`src/rtl/add_issue_ctrl.sv`:
```
// Issue controller for a registered adder/NOT stage: queues operations, issues them
// only when the 2-entry result buffer is guaranteed room, and returns results in order.
module add_issue_ctrl #(
    parameter int N     = 32,
    parameter int DEPTH = 4
) (
    input  logic         clk,
    input  logic         rst_n,
    input  logic         in_valid,
    output logic         in_ready,
    input  logic [N-1:0] in_a,
    input  logic [N-1:0] in_b,
    input  logic         in_cin,
    input  logic         in_sel,
    output logic [N-1:0] op_a,
    output logic [N-1:0] op_b,
    output logic         op_cin,
    output logic         op_sel,
    input  logic [N-1:0] add_sum,
    input  logic         add_cout,
    output logic         out_valid,
    input  logic         out_ready,
    output logic [N-1:0] out_sum,
    output logic         out_cout,
    output logic         busy
);

    localparam int AW = $clog2(DEPTH);
    localparam int CW = AW + 1;

    typedef struct packed {
        logic [N-1:0] a;
        logic [N-1:0] b;
        logic         cin;
        logic         sel;
    } op_t;

    op_t             q_mem [DEPTH];
    logic [AW-1:0]   wr_ptr;
    logic [AW-1:0]   rd_ptr;
    logic [CW-1:0]   q_count;

    logic [N:0]      res_mem [2];
    logic            res_wr;
    logic            res_rd;
    logic [1:0]      res_count;

    logic            inflight;
    logic            push;
    logic            issue;
    logic            res_pop;
    logic [2:0]      res_occ;
    op_t             head;

    assign in_ready  = rst_n && (q_count < CW'(DEPTH));
    assign push      = in_valid && in_ready;
    assign out_valid = (res_count != 2'd0);
    assign res_pop   = out_valid && out_ready;

    // Results that will still occupy the buffer next cycle; issue only if one slot stays free.
    assign res_occ = {1'b0, res_count} + {2'b00, inflight} - {2'b00, res_pop};
    assign issue   = (q_count != '0) && (res_occ < 3'd2);

    always_comb begin
        head = '0;
        if (q_count != '0) begin
            head = q_mem[rd_ptr];
        end
    end

    assign op_a   = head.a;
    assign op_b   = head.b;
    assign op_cin = head.cin;
    assign op_sel = head.sel;

    assign {out_cout, out_sum} = res_mem[res_rd];
    assign busy = (q_count != '0) || inflight || (res_count != 2'd0);

    always_ff @(posedge clk) begin
        if (push) begin
            q_mem[wr_ptr] <= op_t'{a: in_a, b: in_b, cin: in_cin, sel: in_sel};
        end
    end

    always_ff @(posedge clk or negedge rst_n) begin
        if (!rst_n) begin
            wr_ptr  <= '0;
            rd_ptr  <= '0;
            q_count <= '0;
        end else begin
            if (push) begin
                wr_ptr <= wr_ptr + AW'(1);
            end
            if (issue) begin
                rd_ptr <= rd_ptr + AW'(1);
            end
            case ({push, issue})
                2'b10:   q_count <= q_count + CW'(1);
                2'b01:   q_count <= q_count - CW'(1);
                default: q_count <= q_count;
            endcase
        end
    end

    always_ff @(posedge clk) begin
        if (inflight) begin
            res_mem[res_wr] <= {add_cout, add_sum};
        end
    end

    always_ff @(posedge clk or negedge rst_n) begin
        if (!rst_n) begin
            inflight  <= 1'b0;
            res_wr    <= 1'b0;
            res_rd    <= 1'b0;
            res_count <= 2'd0;
        end else begin
            inflight <= issue;
            if (inflight) begin
                res_wr <= ~res_wr;
            end
            if (res_pop) begin
                res_rd <= ~res_rd;
            end
            case ({inflight, res_pop})
                2'b10:   res_count <= res_count + 2'd1;
                2'b01:   res_count <= res_count - 2'd1;
                default: res_count <= res_count;
            endcase
        end
    end

endmodule

```
`config.mk`:
```
export PLATFORM = sky130hd
export DESIGN_NAME = add_issue_ctrl
export DESIGN_NICKNAME = d
export VERILOG_FILES = /design/src/rtl/add_issue_ctrl.sv
export SDC_FILE = /design/constraint.sdc
export NUM_CORES = 1
export LEC_CHECK = 0
export CAP_MARGIN = 20
export CELL_PAD_IN_SITES_DETAIL_PLACEMENT = 1
export CELL_PAD_IN_SITES_GLOBAL_PLACEMENT = 1
export CORE_ASPECT_RATIO = 1.5
export CORE_MARGIN = 5
export CORE_UTILIZATION = 48
export DETAILED_ROUTE_END_ITERATION = 10
export MAX_ROUTING_LAYER = met4
export PLACE_DENSITY = 0.9
export SLEW_MARGIN = 20
export SYNTH_ARGS = -nofsm -noshare
export SYNTH_HDL_FRONTEND = slang
export SYNTH_SLANG_ARGS = --single-unit
```
`constraint.sdc`:
```
create_clock -name clk -period 7.2 [get_ports clk]
set_input_delay 0.72 -clock clk [delete_from_list [all_inputs] [get_ports clk]]
set_output_delay 0.72 -clock clk [all_outputs]
set_load 0.01 [all_outputs]
```
==> results of run 1 <==
[cells in the final DEF, fill, tap and decap left out, drive strengths merged, types with 3 or more instances in the layout]
cell and count:
mux2 34, buf 7, and3 4, nor2 4, diode 4, edfxtp 330
xor2 7, mux4 66, nand2 5, nor2b 70, bufinv 3, clkbuf 46
clkinv 10, inv 6, dfrtp 12, xnor2 4, clkdlybuf4s50 204, ha 5
[flip-flops by register name (all words and copies together), names as in the netlist]
register / count
q_mem: 264
res_mem: 66
q_count: 3
rd_ptr: 2
res_count: 2
wr_ptr: 2
inflight: 1
res_rd: 1
res_wr: 1
[area by class of cell]
class	count	share of cell area
Clock inverter	14	0.00838
Inverter	6	0.00136
Antenna cell	4	0.000604
Sequential cell	342	0.616
Tap cell	342	0.0258
Timing Repair Buffer	211	0.127
Multi-Input combinational cell	212	0.161
Clock buffer	46	0.0591
[per-stage QoR]
stage	cells	power, uW
floorplan	587	3890
global placement	1112	4910
detailed placement	1112	4990
CTS	1172	6780
global route	1177	7010
finish	1177	6670
[routing by layer]
| metal | share of wire | global-route usage | up-vias |
|---|---|---|---|
| met2 | 0.55 | 0.339 | 199 |
| met4 | 0.027 | 0.0647 | 0 |
| met3 | 0.058 | 0.0416 | 51 |
| met1 | 0.37 | 0.215 | 3280 |
| met5 | 0 | - | - |
| li1 | - | - | 2792 |
[worst max-delay path, cell delays in order, from the launching register on]
cell             delay [ps]
dfrtp_4                 840
buf_4                   730
mux4_2                  590
nor2b_1                 180
clkdlybuf4s50_1         520
[worst max path at each step]
stage                              to  slack (ps)
after global routing         op_b[30]        2810
final                        op_b[19]        3080
after floorplan           q_mem[0][0]        4060
after detailed placement   q_count[2]        3350
after global placement     q_count[2]        3480
after CTS                    op_b[29]        2940
[report_power, final]
group | total (uW) | leakage, uW | internal, uW | switching [uW]
Combinational | 2220 | 0.00176 | 1250 | 972
Sequential | 2700 | 0.00314 | 2480 | 222
Clock | 1750 | 0.000544 | 1060 | 693
Total | 6670 | 0.00544 | 4790 | 1890
[cell families after synthesis]
group                      after synthesis  synth area share
and+or+nand+nor                         90            0.0418
muxes                                  102             0.145
AOI/OAI and AO/OA                        2          0.000768
DFF                                    342             0.784
buffers and inverters                   33            0.0134
adders and majority gates                7           0.00788
xor gates and xnor gates                11           0.00740
==> results.ini, run 1 <==
[yosys]
synth_largest_area_cell=edfxtp_1
synthTopCellsByCount=edfxtp_1 (330), nor2b_1 (70), mux4_2 (66)
synth_top_area_frac=0.761
synthDistinctLibCells=27
syn_area_per_cell_sq_um=22.2
yosysWarnings=0
ys_top_cells_by_area=edfxtp_1 (76%), mux4_2 (11%), nor2b_1 (3.4%)
yosys_register_bits=342
syn-instance-count=587
ys.flop_type=edfxtp_1
postSynthNetCount=697
async_flop_share=0.0351
syn_area_sq_um=13000
ys_seq_area_frac=0.784
synth-edff-count=330
yosysMostFrequentCell=edfxtp_1

[timing]
clock_skew_ps=14.4
fin_ws_ps=3080
relSlewSlack=0.276
setup_viol=0
fin_crit_ps=4120
whs_ps=502
max_freq_ghz=0.243
fin_setup_tns_ps=0
maxSlewViolCount=0
hold_viol_final=0
worst_pin_slew_ps=1090
final.period_utilization=0.572
rsz0062_at_grt=false

[global_routing]
antenna_found_initial=4
grt_pass1_vias=7272
grt_pass1_wl_microns=42800
grt_max_degree=68
grt_overflow=0
grt.total_usage=0.192

[worst_hold_path]
min_to=res_rd
worstHoldPathType=reg -> reg
hold_depth=1
hp-start=res_rd

[clock_tree]
insertion_delay_ps=520
cts_buffer_depth=3
cts_tree=done
htreeDepth=2
root_buffer=clkbuf_16
cts_resized=0
cts.sinks=342
cts_setup_buffers=0
cts_buffers=34
hold_buffers=0
clk_pin_slew_ps=60

[drt]
wl_per_cell_microns=24.0
vias=6322
viasPerCell=5.37
drtIter0Drc=275
drcViolationCount=0
routed_wl_microns=28300
antenna_left=0
firstDrtPassIters=4

[worst_setup_path]
crit_path_start_kind=flop
crit_path_end_kind=output pin
required_ps=6480
reg2reg_slack_ps=3960
crit_type=reg -> out
crit_start=rd_ptr[0]
timing.rr.start=res_count[1]
rr_worst_depth=12
arrival_ps=3400
cp_max_fo=37
r2r_end=q_count[2]

[floorplanning]
num_rows=74
io_pins=205
die_h_microns=212
die-area_sq_um=30600
initial_core_util=0.482
die_x_microns=145
core_area_sq_um=27000

[power]
power.density_nw_per_um2=403
leakage_uw=0.00544
ir_drop_uv=300

[job]
cap_violations=0

[layout]
drive_gt1_frac=0.154
finalInstanceArea_sq_um=16600
fin_nets=917
areaGrowthSynthToFinish_pct=27.2
finalCoreUtilization=0.613
fillCellCount=2261
regArea_sq_um=10200
multi_input_area_sq_um=2670

[placement]
port_buffers=204
dpl_cell_area_sq_um=15400
place_hpwl_microns=17800
place_congestion=0.710
pre_cts_slack_ps=3350

[outcome]
status=finished, final reports clean

No activity file was read; power rests on OpenSTA's default activity.
==> run 2: changes to the inputs <==
- CORE_UTILIZATION: 48 -> 42
- PLACE_DENSITY: 0.9 -> 0.84
- clock period: 7.2 -> 3.5 ns (I/O delays scaled with it)
==> run 2 against run 1 <==
Via count is 0.24% higher. Critical path depth stayed put. Combinational power is 120% higher. Sequential share of layout area is 0.36 points lower. Design area is 0.59% higher. Wire length is 2.0% higher. Hold slack worse by 350 ps. Clock power is 85% higher. Clock skew is 2.3 ps higher. Largest cell class unchanged. Highest routed layer unchanged.
==> results.ini, run 2 (synthesis results as in run 1) <==
[clock_tree]
cts_buffers=31
cts_buffer_depth=3
cts_tree=done
cts.sinks=342
clk_pin_slew_ps=60
cts_setup_buffers=0
root_buffer=clkbuf_16
insertion_delay_ps=560
hold_buffers=0
cts_resized=0
htreeDepth=1

[drt]
viasPerCell=5.07
drtIter0Drc=302
wl_per_cell_microns=23.1
routed_wl_microns=28800
antenna_left=0
vias=6337
drcViolationCount=0
firstDrtPassIters=4

[placement]
dp_cells=1193
pre_cts_slack_ps=282
port_buffers=204
place_hpwl_microns=18800
place_congestion=0.737

[floorplanning]
num_rows=79
die_h_microns=226
core_area_sq_um=30800
io_pins=205
initial_core_util=0.422
die-area_sq_um=34700
die_x_microns=154

[worst_hold_path]
worstHoldPathType=in -> async

[timing]
relSlewSlack=0.634
setup_viol=0
maxSlewViolCount=0
max_freq_ghz=0.329
rsz0062_at_grt=false
fin_crit_ps=3040
final.period_utilization=0.868
hold_viol_final=0
fin_ws_ps=462
clock_skew_ps=16.6
fin_setup_tns_ps=0
worst_pin_slew_ps=549

[power]
ir_drop_uv=517
leakage_uw=0.00546
power.density_nw_per_um2=809

[global_routing]
antenna_found_initial=2
grt_max_degree=36
grt_pass1_vias=7339
grt.total_usage=0.172
grt_overflow=0
grt_pass1_wl_microns=44500

[layout]
fin_nets=931
top_register=q_mem
largest_register_ffs=264
stdcell_count=1250
top_regs=q_mem x264, res_mem x66, q_count x3
drive_gt1_frac=0.163
final_common_cell=edfxtp_1
areaGrowthSynthToFinish_pct=28.0
most-common-layout-cells=edfxtp_1 (330), clkdlybuf4s50_1 (204), nor2b_1 (69)
fillCellCount=2736

[worst_setup_path]
crit_type=reg -> out
arrival_ps=2690
crit_path_start_kind=flop
reg2reg_slack_ps=530
crit_path_end_kind=output pin
rr_worst_depth=12
required_ps=3150
cp_max_fo=30

[job]
cap_violations=0

[outcome]
status=finished, final reports clean

run 2: cell types whose count changed in the layout (fill, tap and decap cells not counted):
cell | previous run | this run
clkbuf_1 | 7 | 10
buf_12 | 1 | 6
diode_2 | 4 | 2
buf_4 | 6 | 18
clkbuf_16 | 37 | 31
clkbuf_8 | 2 | 0
run 2: per-stage QoR:
stage	hold WS, ps	util	cell area (sq um)	power, uW
after CTS	124	0.540	16700	13700
final	152	0.541	16700	13500
after floorplan	54.4	-	13000	8000
after detailed placement	486	0.510	15700	10400
after global routing	142	0.541	16700	14200
after global placement	471	0.510	15700	10300
run 2: power by group:
part,total [uW],switching [uW],internal [uW]
clock,3240,1400,1840
combinational,4890,2230,2660
sequential,5360,269,5090
total,13500,3900,9590
run 2: final cells by class:
cell class / count / area [sq um] / area share
clock inverters: 14 / 139 / 0.00833
inverters: 6 / 22.5 / 0.00135
well taps: 405 / 507 / 0.0304
multi-input cells: 212 / 2670 / 0.160
clock buffers: 41 / 813 / 0.0488
flip-flops and latches: 342 / 10200 / 0.613
repair buffers: 228 / 2300 / 0.138
diodes: 2 / 5.00 / 0.000300
run 2: path summary, 6_finish.rpt:
| kind | start | end |
|---|---|---|
| max in group asynchronous | rst_n | rd_ptr[1] |
| worst min register to register | res_rd | res_rd |
| worst min-delay path | rst_n | res_rd |
| worst max-delay path | rd_ptr[1] | op_a[3] |
| worst max register to register | res_count[1] | q_count[2] |
| min in group clk | add_sum[6] | res_mem[0][6] |
run 2: routing by layer:
layer	vias up	share of wire	GRT usage
met2	196	0.55	0.313
met4	0	0.019	0.0448
met5	-	0	-
met3	39	0.047	0.0280
met1	3274	0.38	0.197
li1	2828	-	-
run 2: worst max-delay path: stages, from the launching register on:
cell	delay, ps
dfrtp_4	760
buf_4	330
mux4_2	330
nor2b_1	170
clkdlybuf4s50_1	530
==> run 3: changes to the inputs <==
- PLACE_DENSITY: 0.84 -> 0.73
- SKIP_CTS_REPAIR_TIMING: not set -> 1
- SLEW_MARGIN: 20 -> 40
==> run 3 against run 2 <==
Total power is 1.3% lower. Hold slack worse by 18 ps. Worst setup slack worse by 210 ps. Critical path depth stayed put. Utilization is 0.17 points lower. Largest cell class unchanged. Largest power group unchanged.
==> results.ini, run 3 (synthesis results as in run 1) <==
[drt]
wl_met3_microns=2000
vias=6311
wl_met1_microns=10300
wl_per_cell_microns=22.8
wl_met2_microns=15700
drcViolationCount=0
drtIter0Drc=251
firstDrtPassIters=7
top_layer=met4
antenna_left=0
viasPerCell=5.06
routed_wl_microns=28400

[floorplanning]
num_rows=79
die-area_sq_um=34700
core_area_sq_um=30800
die_h_microns=226
io_pins=205
initial_core_util=0.422
die_x_microns=154

[worst_setup_path]
r2r_end=q_count[2]
required_ps=3150
crit_type=reg -> out
crit_path_end_kind=output pin
crit_start=rd_ptr[0]
timing.rr.start=res_count[1]
cp_max_fo=26
rr_worst_depth=12
crit_path_start_kind=flop
reg2reg_slack_ps=400
arrival_ps=2900

[global_routing]
grt_max_degree=63
grt_pass1_vias=7326
antenna_found_initial=3
grt_pass1_wl_microns=44200
grt.total_usage=0.170
grt_overflow=0

[placement]
place_hpwl_microns=19000
port_buffers=204
place_congestion=0.737

[layout]
top_register=q_mem
drive_gt1_frac=0.163
most-common-layout-cells=edfxtp_1 (330), clkdlybuf4s50_1 (204), nor2b_1 (69)
fin_nets=925
top_regs=q_mem x264, res_mem x66, q_count x3
final_common_cell=edfxtp_1
fillCellCount=2752
areaGrowthSynthToFinish_pct=27.6
largest_register_ffs=264

[timing]
maxSlewViolCount=0
whs_ps=134
setup_viol=0
rsz0062_at_grt=false
fin_setup_tns_ps=0
relSlewSlack=0.592
final.period_utilization=0.927
fin_crit_ps=3250
clock_skew_ps=17.6
max_freq_ghz=0.308
hold_viol_final=0
worst_pin_slew_ps=612

[worst_hold_path]
worstHoldPathType=in -> async

[power]
ir_drop_uv=485
leakage_uw=0.00544
power.density_nw_per_um2=801
total_power_uw=13300

[clock_tree]
cts_tree=done
cts.sinks=342
cts_buffers=31
cts_buffer_depth=3
root_buffer=clkbuf_16
clk_pin_slew_ps=70
insertion_delay_ps=560
htreeDepth=1

[job]
cap_violations=0

[outcome]
status=finished, final reports clean

run 3: worst max path at each step:
stage | endpoint | depth (start not counted)
4_1_cts | op_a[12] | 4
3_5_place_dp | q_count[2] | 12
3_3_place_gp | q_count[2] | 12
5_1_grt | op_a[12] | 4
2_1_floorplan | q_count[2] | 12
6_report | op_a[12] | 4
run 3: critical path, stage by stage (launching register included):
cell	delay, ps
dfrtp_4	790
buf_12	320
mux4_2	530
nor2b_1	170
clkdlybuf4s50_1	520
run 3: layer usage:
layer,GRT usage,up-vias
li1,-,2807
met1,0.186,3251
met2,0.312,209
met3,0.0447,44
met4,0.0368,0
met5,-,-
run 3: per-stage QoR:
stage / area, sq um / worst slack [ps] / cells / utilization
after floorplan: 13000 / 627 / 587 / -
after global placement: 15700 / 232 / 1187 / 0.509
after detailed placement: 15700 / 99.8 / 1187 / 0.509
after CTS: 16600 / 121 / 1245 / 0.539
after global routing: 16600 / 39.2 / 1248 / 0.539
final: 16600 / 255 / 1248 / 0.539
run 3: power by group:
part	leakage, uW	internal [uW]	switching (uW)
Combinational	0.00184	2650	2110
Clock	0.000460	1690	1410
Sequential	0.00314	5090	367
Total	0.00544	9430	3890
run 3: final cells by class:
type	count	area, sq um	area share
antenna	3	7.51	0.000452
clock buffer	36	795	0.0478
clock inverter	22	134	0.00806
inverter	6	22.5	0.00136
multi-input combinational	212	2670	0.161
sequential	342	10200	0.615
tap	405	507	0.0305
timing repair buffer	222	2260	0.136
